## config.mk

```make
export PLATFORM = sky130hd
export DESIGN_NAME = flash_boot_loader
export DESIGN_NICKNAME = d
export VERILOG_FILES = /design/src/rtl/flash_boot_loader.sv
export SDC_FILE = /design/constraint.sdc
export NUM_CORES = 1
export LEC_CHECK = 0
export CAP_MARGIN = 10
export CELL_PAD_IN_SITES_DETAIL_PLACEMENT = 1
export CELL_PAD_IN_SITES_GLOBAL_PLACEMENT = 1
export CORE_UTILIZATION = 40
export CTS_BUF_LIST = sky130_fd_sc_hd__clkbuf_4
export CTS_CLUSTER_DIAMETER = 40
export DETAILED_ROUTE_END_ITERATION = 10
export HOLD_SLACK_MARGIN = 0.02
export PLACE_DENSITY_LB_ADDON = 0.1
export SLEW_MARGIN = 20
export SYNTH_ARGS = -nofsm -noshare
export SYNTH_HDL_FRONTEND = slang
export SYNTH_SLANG_ARGS = --single-unit
export TNS_END_PERCENT = 5
```

## constraint.sdc

```tcl
create_clock -name clk -period 3.5 [get_ports clk]
set_clock_uncertainty 0.2 [all_clocks]
set_input_delay 0.7 -clock clk [delete_from_list [all_inputs] [get_ports clk]]
set_output_delay 0.7 -clock clk [all_outputs]
set_load 0.05 [all_outputs]
```

## src/rtl/flash_boot_loader.sv

```systemverilog
// flash_boot_loader: copies LEN_BYTES from QSPI flash into memory as little-endian 32-bit words.
// Memory backpressure pauses the flash stream, which restarts at the next unread byte.
module flash_boot_loader #(
    parameter logic [23:0] FLASH_BASE = 24'h100000,
    parameter int unsigned LEN_BYTES  = 4096,
    parameter logic [31:0] MEM_BASE   = 32'h00000000
) (
    input  logic        clk,
    input  logic        rst_n,
    input  logic        flash_setup_done,
    input  logic        flash_data_ready,
    input  logic [7:0]  flash_data,
    output logic [23:0] flash_addr,
    output logic        flash_do_read,
    output logic        mem_valid,
    input  logic        mem_ready,
    output logic [31:0] mem_addr,
    output logic [31:0] mem_wdata,
    output logic [3:0]  mem_wstrb,
    output logic        busy,
    output logic        done
);
    localparam logic [2:0] WAIT_SETUP = 3'd0;
    localparam logic [2:0] READ       = 3'd1;
    localparam logic [2:0] PAUSE      = 3'd2;
    localparam logic [2:0] FLUSH      = 3'd3;
    localparam logic [2:0] DONE       = 3'd4;

    logic [2:0]  state, state_nxt;
    logic [23:0] rd_cnt;
    logic [1:0]  pk_cnt;
    logic [31:0] pack;
    logic        slot_free, take, last, load_full, load_part;

    assign slot_free = !mem_valid || mem_ready;
    assign take      = state == READ && flash_data_ready && (pk_cnt != 2'd3 || slot_free);
    assign last      = ({1'b0, rd_cnt} + 25'd1) == 25'(LEN_BYTES);
    assign load_full = take && pk_cnt == 2'd3;
    assign load_part = state == FLUSH && pk_cnt != 2'd0 && slot_free;

    always_comb begin
        state_nxt = state;
        case (state)
            WAIT_SETUP: state_nxt = flash_setup_done ? READ : WAIT_SETUP;
            READ:       state_nxt = (take && last) ? FLUSH : (flash_data_ready && !take) ? PAUSE : READ;
            PAUSE:      state_nxt = slot_free ? READ : PAUSE;
            FLUSH:      state_nxt = (pk_cnt == 2'd0 && !mem_valid) ? DONE : FLUSH;
            default:    state_nxt = DONE;
        endcase
    end

    always_ff @(posedge clk or negedge rst_n) begin
        if (!rst_n) begin
            state         <= WAIT_SETUP;
            flash_do_read <= 1'b0;
            flash_addr    <= FLASH_BASE;
            mem_valid     <= 1'b0;
            mem_addr      <= MEM_BASE;
            mem_wdata     <= '0;
            mem_wstrb     <= '0;
            busy          <= 1'b0;
            done          <= 1'b0;
            rd_cnt        <= '0;
            pk_cnt        <= '0;
            pack          <= '0;
        end else begin
            state         <= state_nxt;
            flash_do_read <= state_nxt == READ;
            busy          <= state_nxt == READ || state_nxt == PAUSE || state_nxt == FLUSH;
            done          <= state_nxt == DONE;
            // the start address is frozen for the whole flash transaction
            if (state != READ || state_nxt != READ)
                flash_addr <= FLASH_BASE + rd_cnt;
            if (take) begin
                rd_cnt                     <= rd_cnt + 24'd1;
                pk_cnt                     <= pk_cnt + 2'd1;
                pack[{pk_cnt, 3'b000} +: 8] <= flash_data;
            end
            if (mem_valid && mem_ready) begin
                mem_valid <= 1'b0;
                mem_addr  <= mem_addr + 32'd4;
            end
            // pack is cleared on every emit so a partial word is zero-padded
            if (load_full) begin
                mem_valid <= 1'b1;
                mem_wdata <= {flash_data, pack[23:0]};
                mem_wstrb <= 4'hF;
                pack      <= '0;
            end
            if (load_part) begin
                mem_valid <= 1'b1;
                mem_wdata <= pack;
                mem_wstrb <= 4'((5'd1 << pk_cnt) - 5'd1);
                pk_cnt    <= '0;
                pack      <= '0;
            end
        end
    end
endmodule

```

==> flow_summary.json <==
{
  "cp_max_fo": 20,
  "total_power_mw": 5.927,
  "hold_viol": 0,
  "tns_ps": 0,
  "die_y_um": 133.2,
  "drtPass1Iterations": 4,
  "drc": 0,
  "num_antenna_cells": 0,
  "outcome": "complete, no violations",
  "leakagePower_nw": 3.910,
  "ys_ff_latch": 155,
  "place_inst": 947,
  "cts.clk_slew.worst_paths_ps": 130,
  "worst_pin_slew_ps": 850.0,
  "io_pins": 109,
  "p_per_area_nw_per_um2": 700.0,
  "rsz0062_at_grt": "no",
  "root_buffer": "clkbuf_4",
  "fin_util_pct": 50.70,
  "grt_max_degree": 98,
  "syn_avg_cell_area_um2": 10.87,
  "synth_top_family_by_area": "simple AND/OR/NAND/NOR gates",
  "yosys_warnings": 0,
  "final_cells": 980,
  "ys.flop_type": "dfrtp_1",
  "post-dp-hpwl_um": 12110,
  "endpoint_kind": "register",
  "nNetsFinal": 768,
  "synth-seq-area-share_pct": 56.37,
  "timing.final.crit_share_pct": 91.71,
  "design.core.area_um2": 16700,
  "place_congestion": 0.9080,
  "dieArea_um2": 17740,
  "hold_buffers": 1,
  "postSynthCellCount": 633,
  "portBuffers": 106,
  "cts-htree-levels": 4,
  "synth_edf_count": 0,
  "hp-class": "register to register",
  "cts_setup_buffers": 0,
  "setup.worst_path.class": "register to register",
  "drt_iter0_drc": 234,
  "wl_per_cell_um": 17.03,
  "grt_pass1_wl_um": 28260,
  "route.vias.total": 5075,
  "insertion_delay_ps": 570,
  "maxCapViolCount": 0,
  "drive_gt1_share_pct": 11.45,
  "maxSlewViolCount": 0,
  "setup_violations": 0,
  "synth_compound_area_share_pct": 8.071,
  "globalRouteTotalUtil_pct": 20.34,
  "grt_pass1_vias": 5345,
  "vias_per_cell": 5.179,
  "yosys.area_share.xor_xnor_pct": 7.380,
  "tritoncts": "yes",
  "synth_adder_area_share_pct": 1.454,
  "synth_cell_type_count": 56,
  "num_rows": 47,
  "antenna_found_initial": 0,
  "fmax_ghz": 0.3115,
  "yosys.area_share.simple_pct": 18.69,
  "grt_overflow": 0,
  "async_reset_ff_share_pct": 100.0,
  "ir_worst_vdd_v": 0.0004367,
  "min_period_ps": 3210,
  "crit_required_ps": 3740,
  "area_delta_synth_final_pct": 23.01,
  "start_util_pct": 41.21,
  "cts_inserted_buffers": 17,
  "routed_wl_um": 16690,
  "slew_headroom_pct": 42.89,
  "ant_nets": 0,
  "clk_path_buf_depth": 2,
  "crit_path_start_kind": "register",
  "fp.dieW_um": 133.2,
  "cts-resized-gates": 0,
  "synth.mux.area_fraction_pct": 3.727,
  "worstPathArrival_ps": 3450,
  "synth_area_um2": 6883,
  "cts.sinks": 155
}
## final timing paths
kind | start | endpoint | slack, ps | cells after the start
worst max-delay path | rd_cnt[0] | flash_addr[2] | 290 | 9
worst min-delay path | mem_addr[31] | mem_addr[31] | 270 | 1
worst max register to register | rd_cnt[0] | flash_addr[2] | 290 | 9
worst min register to register | mem_addr[31] | mem_addr[31] | 270 | 1
max in group asynchronous | rst_n | pk_cnt[0] | 1980 | 3
min in group asynchronous | rst_n | rd_cnt[10] | 330 | 2
## cells in the mapped netlist, types with 10 or more instances
library cell  count  area share, %
xor2_1           17            2.2
nand3_1          27            2.0
dfrtp_1         154             56
clkbuf_1         17           0.93
a22o_1           25            3.2
inv_1            17           0.93
mux2_4           12            2.6
nor2_1           34            1.9
and3_1           10           0.91
nand2_1         132            7.2
nand4_1          14            1.3
xnor2_1          41            5.2
## through the flow
step                instance area [um^2]  worst slack [ps]  hold slack, ps
global placement                    8178             441.0           252.9
floorplan                           6887             592.4           204.4
detailed placement                  8178             271.8           256.2
finish                              8467             290.1           273.6
CTS                                 8467             255.2           284.7
global route                        8467             88.02           302.6
## cells by family (layout without fill, tap and decap cells)
logic type / after synthesis / after routing
AOI/OAI and AO/OA: 73 / 73
xor gates and xnor gates: 58 / 58
adders and majority gates: 8 / 8
buffers and inverters: 51 / 177
DFF: 155 / 155
muxes: 19 / 19
other: 1 / 2
and+or+nand+nor: 268 / 268
## flip-flops by register name, indices dropped and copies added, names as in the netlist
| signal | cells |
|---|---|
| busy | 1 |
| done | 1 |
| flash_addr | 24 |
| flash_do_read | 1 |
| mem_addr | 30 |
| mem_valid | 1 |
| mem_wdata | 32 |
| mem_wstrb | 4 |
| pack | 32 |
| pk_cnt | 2 |
| rd_cnt | 24 |
| state | 3 |
## final cells by class
cell class,count,area (um^2)
multi-input cells,428,2718
clock inverters,11,121.4
repair buffers,127,1247
well taps,220,275.3
clock buffers,21,157.7
flip-flops and latches,155,3880
inverters,18,67.56
fillers,1822,8234
## power by group
group | switching (mW) | leakage [nW] | total, mW | internal, mW
Sequential | 0.303 | 2.07 | 2.44 | 2.14
Clock | 0.632 | 0.147 | 1.09 | 0.454
Combinational | 1.52 | 1.69 | 2.40 | 0.877
## placed cells by master, fill, tap and decap left out, drive strengths merged, types with 5 or more instances in the layout
master         Yosys  final
a31oi              9      9
and4               8      8
nor3               8      8
inv               17     18
clkbuf            20     21
clkinv             1      7
a22o              25     25
nor2              34     34
nand2b             5      5
clkdlybuf4s50      0    105
ha                 8      8
a21oi              9      9
and3              10     10
dfrtp            154    154
o21ai              8      8
xnor2             41     41
and2               8      8
xor2              17     17
nand2            132    132
nand4             16     16
nand3             27     27
mux2              17     17
buf               13     21
## layer usage
metal	track usage (%)	vias to the layer above	wire length (um)
li1	-	2372	-
met3	3.729	17	694
met5	0	-	0
met2	31.94	112	7751
met1	28.47	2574	8001
met4	6.881	0	245
## worst max-delay path, cell delays in order, from the launching register on
cell and delay (ps):
dfrtp_1 480, ha_1 260, nand4_1 320, nor4_1 460
xor2_1 190, o211a_1 180, nand4_2 130, o31ai_4 320
buf_12 220, mux2_2 350
Note: power is estimated with default switching activity, not from simulation.
==> variant 1: new RTL, same flow settings <==
Reset style: synchronous (`rst_n`), changed in one clocked block.
--- a/src/rtl/flash_boot_loader.sv
+++ b/src/rtl/flash_boot_loader.sv
@@ -49,7 +49,7 @@
         endcase
     end
 
-    always_ff @(posedge clk or negedge rst_n) begin
+    always_ff @(posedge clk) begin
         if (!rst_n) begin
             state         <= WAIT_SETUP;
             flash_do_read <= 1'b0;
Function: differs if rst_n is asserted again (counterexample within 4 cycles, from zero or initial values and one cycle with rst_n low); with rst_n held inactive, the same outputs for 10 cycles.
==> variant 1 against the unedited design <==
Area after synthesis is 0.44% higher; die area is 0.43% higher; count of clock-buffer cells in the layout is 3 lower; routed wire length is 3.9% higher; design area is 0.66% lower; worst setup slack better by 0.047 ns; core utilization is 0.34 points lower; maximum frequency is 1.5% higher; sequential cell count stayed put; first-iteration DRC count is 10% higher; global-route usage is 0.059 points lower; largest cell class is now multi-input gates.
Power is not compared: it rests on default switching activity, and its combinational part moved more than twofold at a synthesized area within 25%.
==> variant 1: results (changes against the unedited design) <==
metric	value	unit	change
drtIter0Drc	258		was 234
dp_hpwl	12500	microns	was 12100 microns
cts-root-buf	clkbuf_4		unchanged
synth_common_cells	nand2_1 (167), dfxtp_1 (155), nand3_1 (62), and2_1 (53), xnor2_1 (43)		was dfrtp_1 (154), nand2_1 (132), xnor2_1 (41), nor2_1 (34), nand3_1 (27)
clkTransAtPathRegs	0.13	ns	about the same
async_reset_ff_share	0	%	was 100%
slowest_delay	0.55	ns	was 0.48 ns
place_congestion	0.806		was 0.908
diodes	0		unchanged
grt_usage	20.3	%	about the same
numCtsBuffers	17		unchanged
first_global_vias	5925		was 5345
reg_top3	mem_wdata x32, pack x32, mem_addr x30		unchanged
synth_area_leaders	dfxtp_1 (45%), nand2_1 (9.1%), xnor2_1 (5.4%), and2_1 (4.8%), mux2i_1 (4.5%)		was dfrtp_1 (56%), nand2_1 (7.2%), xnor2_1 (5.2%), a22o_1 (3.2%), mux2_4 (2.6%)
nFillCells	2001		was 1822
ys.flop_type	dfxtp_1		was dfrtp_1
synthDistinctLibCells	47		was 56
grt_max_degree	113		was 98
synth-seq-area-share	44.9	%	was 56.4%
clockBufferDepth	2		unchanged
status	finished clean		unchanged
drive_above_1_share	6.14	%	was 11.4%
grt_pass1_wl	29000	microns	was 28300 microns
cp_max_fo	22		was 20
crit_slowest_cell	dfxtp_1		was dfrtp_1
via_count	5792		was 5075
irDropWorstVdd	0.225	mV	
insertion_delay	0.55	ns	was 0.57 ns
path_delay_family	simple AND/OR/NAND/NOR gates		unchanged
cts_tree	built		unchanged
nNetsFinal	906		was 768
wl_per_cell	15.5	microns	was 17.0 microns
tightestPinTransition	0.972	ns	was 0.850 ns
post-cts-setup-buffer-count	0		unchanged
[variant 1: cell type report]
cell class                 count  area (sq um)  area share (%)
clock buffer                  18           135            1.61
tap                          220           275            3.27
sequential                   155          3100            36.9
inverter                       7          26.3           0.312
multi-input combinational    583          3540            42.1
timing repair buffer         119          1160            13.8
clock inverter                14           169            2.01
[variant 1: stage by stage]
| stage | hold slack [ns] | instances | instance area (sq um) | power (uW) | setup slack (ns) |
|---|---|---|---|---|---|
| final | 0.264 | 1116 | 8410 | 3130 | 0.337 |
| after global routing | 0.291 | 1116 | 8410 | 3260 | 0.0499 |
| after detailed placement | 0.247 | 1084 | 8100 | 2010 | 0.103 |
| after CTS | 0.266 | 1116 | 8410 | 3170 | 0.216 |
| after floorplan | 0.231 | 799 | 6920 | 1950 | 0.726 |
| after global placement | 0.238 | 1084 | 8100 | 2000 | 0.277 |
[variant 1: worst reg2reg max path, delay by kind of cell, from the launching register on]
kind / cells / cell delay (ns)
DFF: 1 / 0.55
buffers and inverters: 1 / 0.29
muxes: 2 / 0.58
adders and majority gates: 1 / 0.34
and+or+nand+nor: 4 / 0.99
AOI/OAI and AO/OA: 1 / 0.17
[variant 1: power breakdown]
part | internal (uW) | total (uW) | switching (uW)
sequential | 1780 | 1790 | 10.6
clock | 504 | 1160 | 660
combinational | 63.6 | 179 | 116
[variant 1: cell families after synthesis]
logic type | after synthesis | share of synthesized area (%)
flops | 155 | 44.9
compound gates | 102 | 10.0
buf+inv | 61 | 3.93
mux | 33 | 4.81
other cells | 1 | 0.0542
fa+ha+maj | 10 | 1.81
simple gates | 378 | 27.1
xor+xnor | 58 | 7.35
[variant 1: metal layers]
metal  up-vias  part of all wire, %  track usage, %
li1       2857                    -               -
met1      2818                   45            24.6
met2        96                   51            35.5
met4         0                  1.8            7.51
met5         -                    0               0
met3        21                  2.8            3.92
[variant 1: final timing paths]
| check | startpoint | to | slack (ns) | depth (start not counted) |
|---|---|---|---|---|
| setup / recovery | rd_cnt[0]$_SDFFE_PN0P_ | flash_addr[2]$_SDFFE_PN0P_ | 0.34 | 9 |
| hold reg to reg | pack[24]$_SDFFE_PP0P_ | pack[24]$_SDFFE_PP0P_ | 0.26 | 2 |
| setup reg to reg | rd_cnt[0]$_SDFFE_PN0P_ | flash_addr[2]$_SDFFE_PN0P_ | 0.34 | 9 |
| hold / removal | pack[24]$_SDFFE_PP0P_ | pack[24]$_SDFFE_PP0P_ | 0.26 | 2 |
==> variant 2: new RTL, config.mk and constraints unchanged <==
Without the edit above. The parameter `LEN_BYTES` goes from 4096 to 3072.
--- a/src/rtl/flash_boot_loader.sv
+++ b/src/rtl/flash_boot_loader.sv
@@ -2,7 +2,7 @@
 // Memory backpressure pauses the flash stream, which restarts at the next unread byte.
 module flash_boot_loader #(
     parameter logic [23:0] FLASH_BASE = 24'h100000,
-    parameter int unsigned LEN_BYTES  = 4096,
+    parameter int unsigned LEN_BYTES  = 3072,
     parameter logic [31:0] MEM_BASE   = 32'h00000000
 ) (
     input  logic        clk,
Check against the original RTL: no difference found for any inputs over 10 cycles, from zero or initial values and one cycle with rst_n low; that may be too few to reach the edited logic, so the function may still have changed.
==> variant 2 against the unedited design <==
Design area about the same; critical endpoint is now flash_addr[1]$_DFFE_PN0P_; via count decreased by 2.5%; total power is 2.5% lower; routed wire length fell by 1.1%; non-clock buffer count shrank 10; global-route usage is 0.19 points lower; area after synthesis is 0.98% higher; sequential cell count did not move; worst setup slack gained 0.029 ns; worst hold slack improved by 0.0043 ns; critical path type unchanged.
==> variant 2: results (changes against the unedited design) <==
metric	value	unit	change
status	finished clean		unchanged
viasPerCell	5.11		was 5.18
slowest_delay	0.46	ns	was 0.48 ns
nFillCells	1804		was 1822
multi_input_area_share	33.4	%	was 32.1%
muxShareOfSynthArea	5.62	%	was 3.73%
synthAdderAreaFrac	1.62	%	was 1.45%
insertion_delay	0.56	ns	
post-cts-setup-buffer-count	0		unchanged
synth_compound_area_share	6.12	%	was 8.07%
htreeDepth	4		unchanged
synth_area_leaders	dfrtp_1 (55%), nand2_1 (7.5%), xnor2_1 (4.9%), mux2_4 (4.3%), a22o_1 (2.0%)		was dfrtp_1 (56%), nand2_1 (7.2%), xnor2_1 (5.2%), a22o_1 (3.2%), mux2_4 (2.6%)
multi_input_gates	437		was 428
buf_share	13.8	%	was 14.7%
grt_util_met3	3.59	%	was 3.73%
irDropWorstVdd	0.386	mV	was 0.437 mV
seq_area_share	45.8	%	about the same
path_delay_family	simple AND/OR/NAND/NOR gates		unchanged
dp_hpwl	11700	microns	was 12100 microns
crit_slowest_cell	dfrtp_1		unchanged
ys_warn_count	0		unchanged
regArea	0.00388	sq mm	unchanged
place_congestion	0.819		was 0.908
synthDistinctLibCells	61		was 56
async_reset_ff_share	100	%	unchanged
first_global_vias	5251		was 5345
clock_cell_area_share	3.35	%	was 3.30%
dr.pass1.iters	4		unchanged
seq_cell_count	155		unchanged
clockBufferDepth	2		unchanged
tightestPinTransition	0.780	ns	was 0.850 ns
use_met1	28.8	%	was 28.5%
numCtsBuffers	17		unchanged
nNetsFinal	756		was 768
grt_usage	20.2	%	was 20.3%
clkTransAtPathRegs	0.12	ns	
synth_xor_area_share	6.93	%	was 7.38%
nClkBuffers	22		was 21
final_cell_count_no_fill	969		was 980
grt_max_degree	62		was 98
synth_common_cells	dfrtp_1 (154), nand2_1 (139), xnor2_1 (39), nor2_1 (29), nand3_1 (27)		was dfrtp_1 (154), nand2_1 (132), xnor2_1 (41), nor2_1 (34), nand3_1 (27)
p_leak	0.00383	uW	was 0.00391 uW
num_rows	47		unchanged
finalWirelength	16500	microns	was 16700 microns
use_met2	30.9	%	was 31.9%
num-nonclk-buffers	117		was 127
cp_max_fo	24		was 20
inv_count	6		was 18
antenna_found_initial	1		was 0
grt_pass1_wl	28100	microns	was 28300 microns
avgSynthCellArea	11.1	sq um	was 10.9 sq um
worstHoldPathType	flip-flop to flip-flop		unchanged
synth-seq-area-share	55.8	%	was 56.4%
drive_above_1_share	12.0	%	was 11.4%
dp.cells	934		was 947
placed_area	0.00817	sq mm	was 0.00818 sq mm
drtIter0Drc	235		was 234
diodes	2		was 0
cts_hold_buf	1		unchanged
[variant 2: layer usage]
metal | wire, microns | up-vias
li1 | - | 2354
met1 | 8200 | 2480
met2 | 7570 | 98
met3 | 513 | 18
met4 | 231 | 0
met5 | 0 | -
[variant 2: through the flow]
stage | total power, uW | setup WS [ns]
after CTS | 5860 | 0.288
after global placement | 4670 | 0.330
after detailed placement | 4740 | 0.231
after global routing | 6120 | 0.150
final | 5780 | 0.319
after floorplan | 4060 | 0.769
[variant 2: worst paths after layout]
check | start | endpoint | slack [ns] | depth (start not counted)
worst max-delay path | rd_cnt[0]$_DFFE_PN0P_ | flash_addr[1]$_DFFE_PN0P_ | 0.32 | 9
worst min-delay path | mem_wdata[18]$_DFFE_PN0N_ | mem_wdata[18]$_DFFE_PN0N_ | 0.28 | 2
worst max register to register | rd_cnt[0]$_DFFE_PN0P_ | flash_addr[1]$_DFFE_PN0P_ | 0.32 | 9
max in group asynchronous | rst_n | flash_addr[20]$_DFFE_PN1P_ | 1.95 | 3
min in group asynchronous | rst_n | flash_addr[15]$_DFFE_PN0P_ | 0.36 | 2
worst min register to register | mem_wdata[18]$_DFFE_PN0N_ | mem_wdata[18]$_DFFE_PN0N_ | 0.28 | 2
[variant 2: cells by family (layout without fill, tap and decap cells)]
family / Yosys count / count (layout)
adder cells (fa/ha/maj): 9 / 9
AO/OA/AOI/OAI: 60 / 60
buffers and inverters: 35 / 155
AND/OR/NAND/NOR: 284 / 284
multiplexers: 27 / 27
flip-flops: 155 / 155
XOR/XNOR: 55 / 55
other: 1 / 4
[variant 2: power by group]
group / switching (uW) / internal [uW] / total [uW]
registers: 313 / 2120 / 2430
logic: 1460 / 796 / 2250
clock network: 632 / 465 / 1100
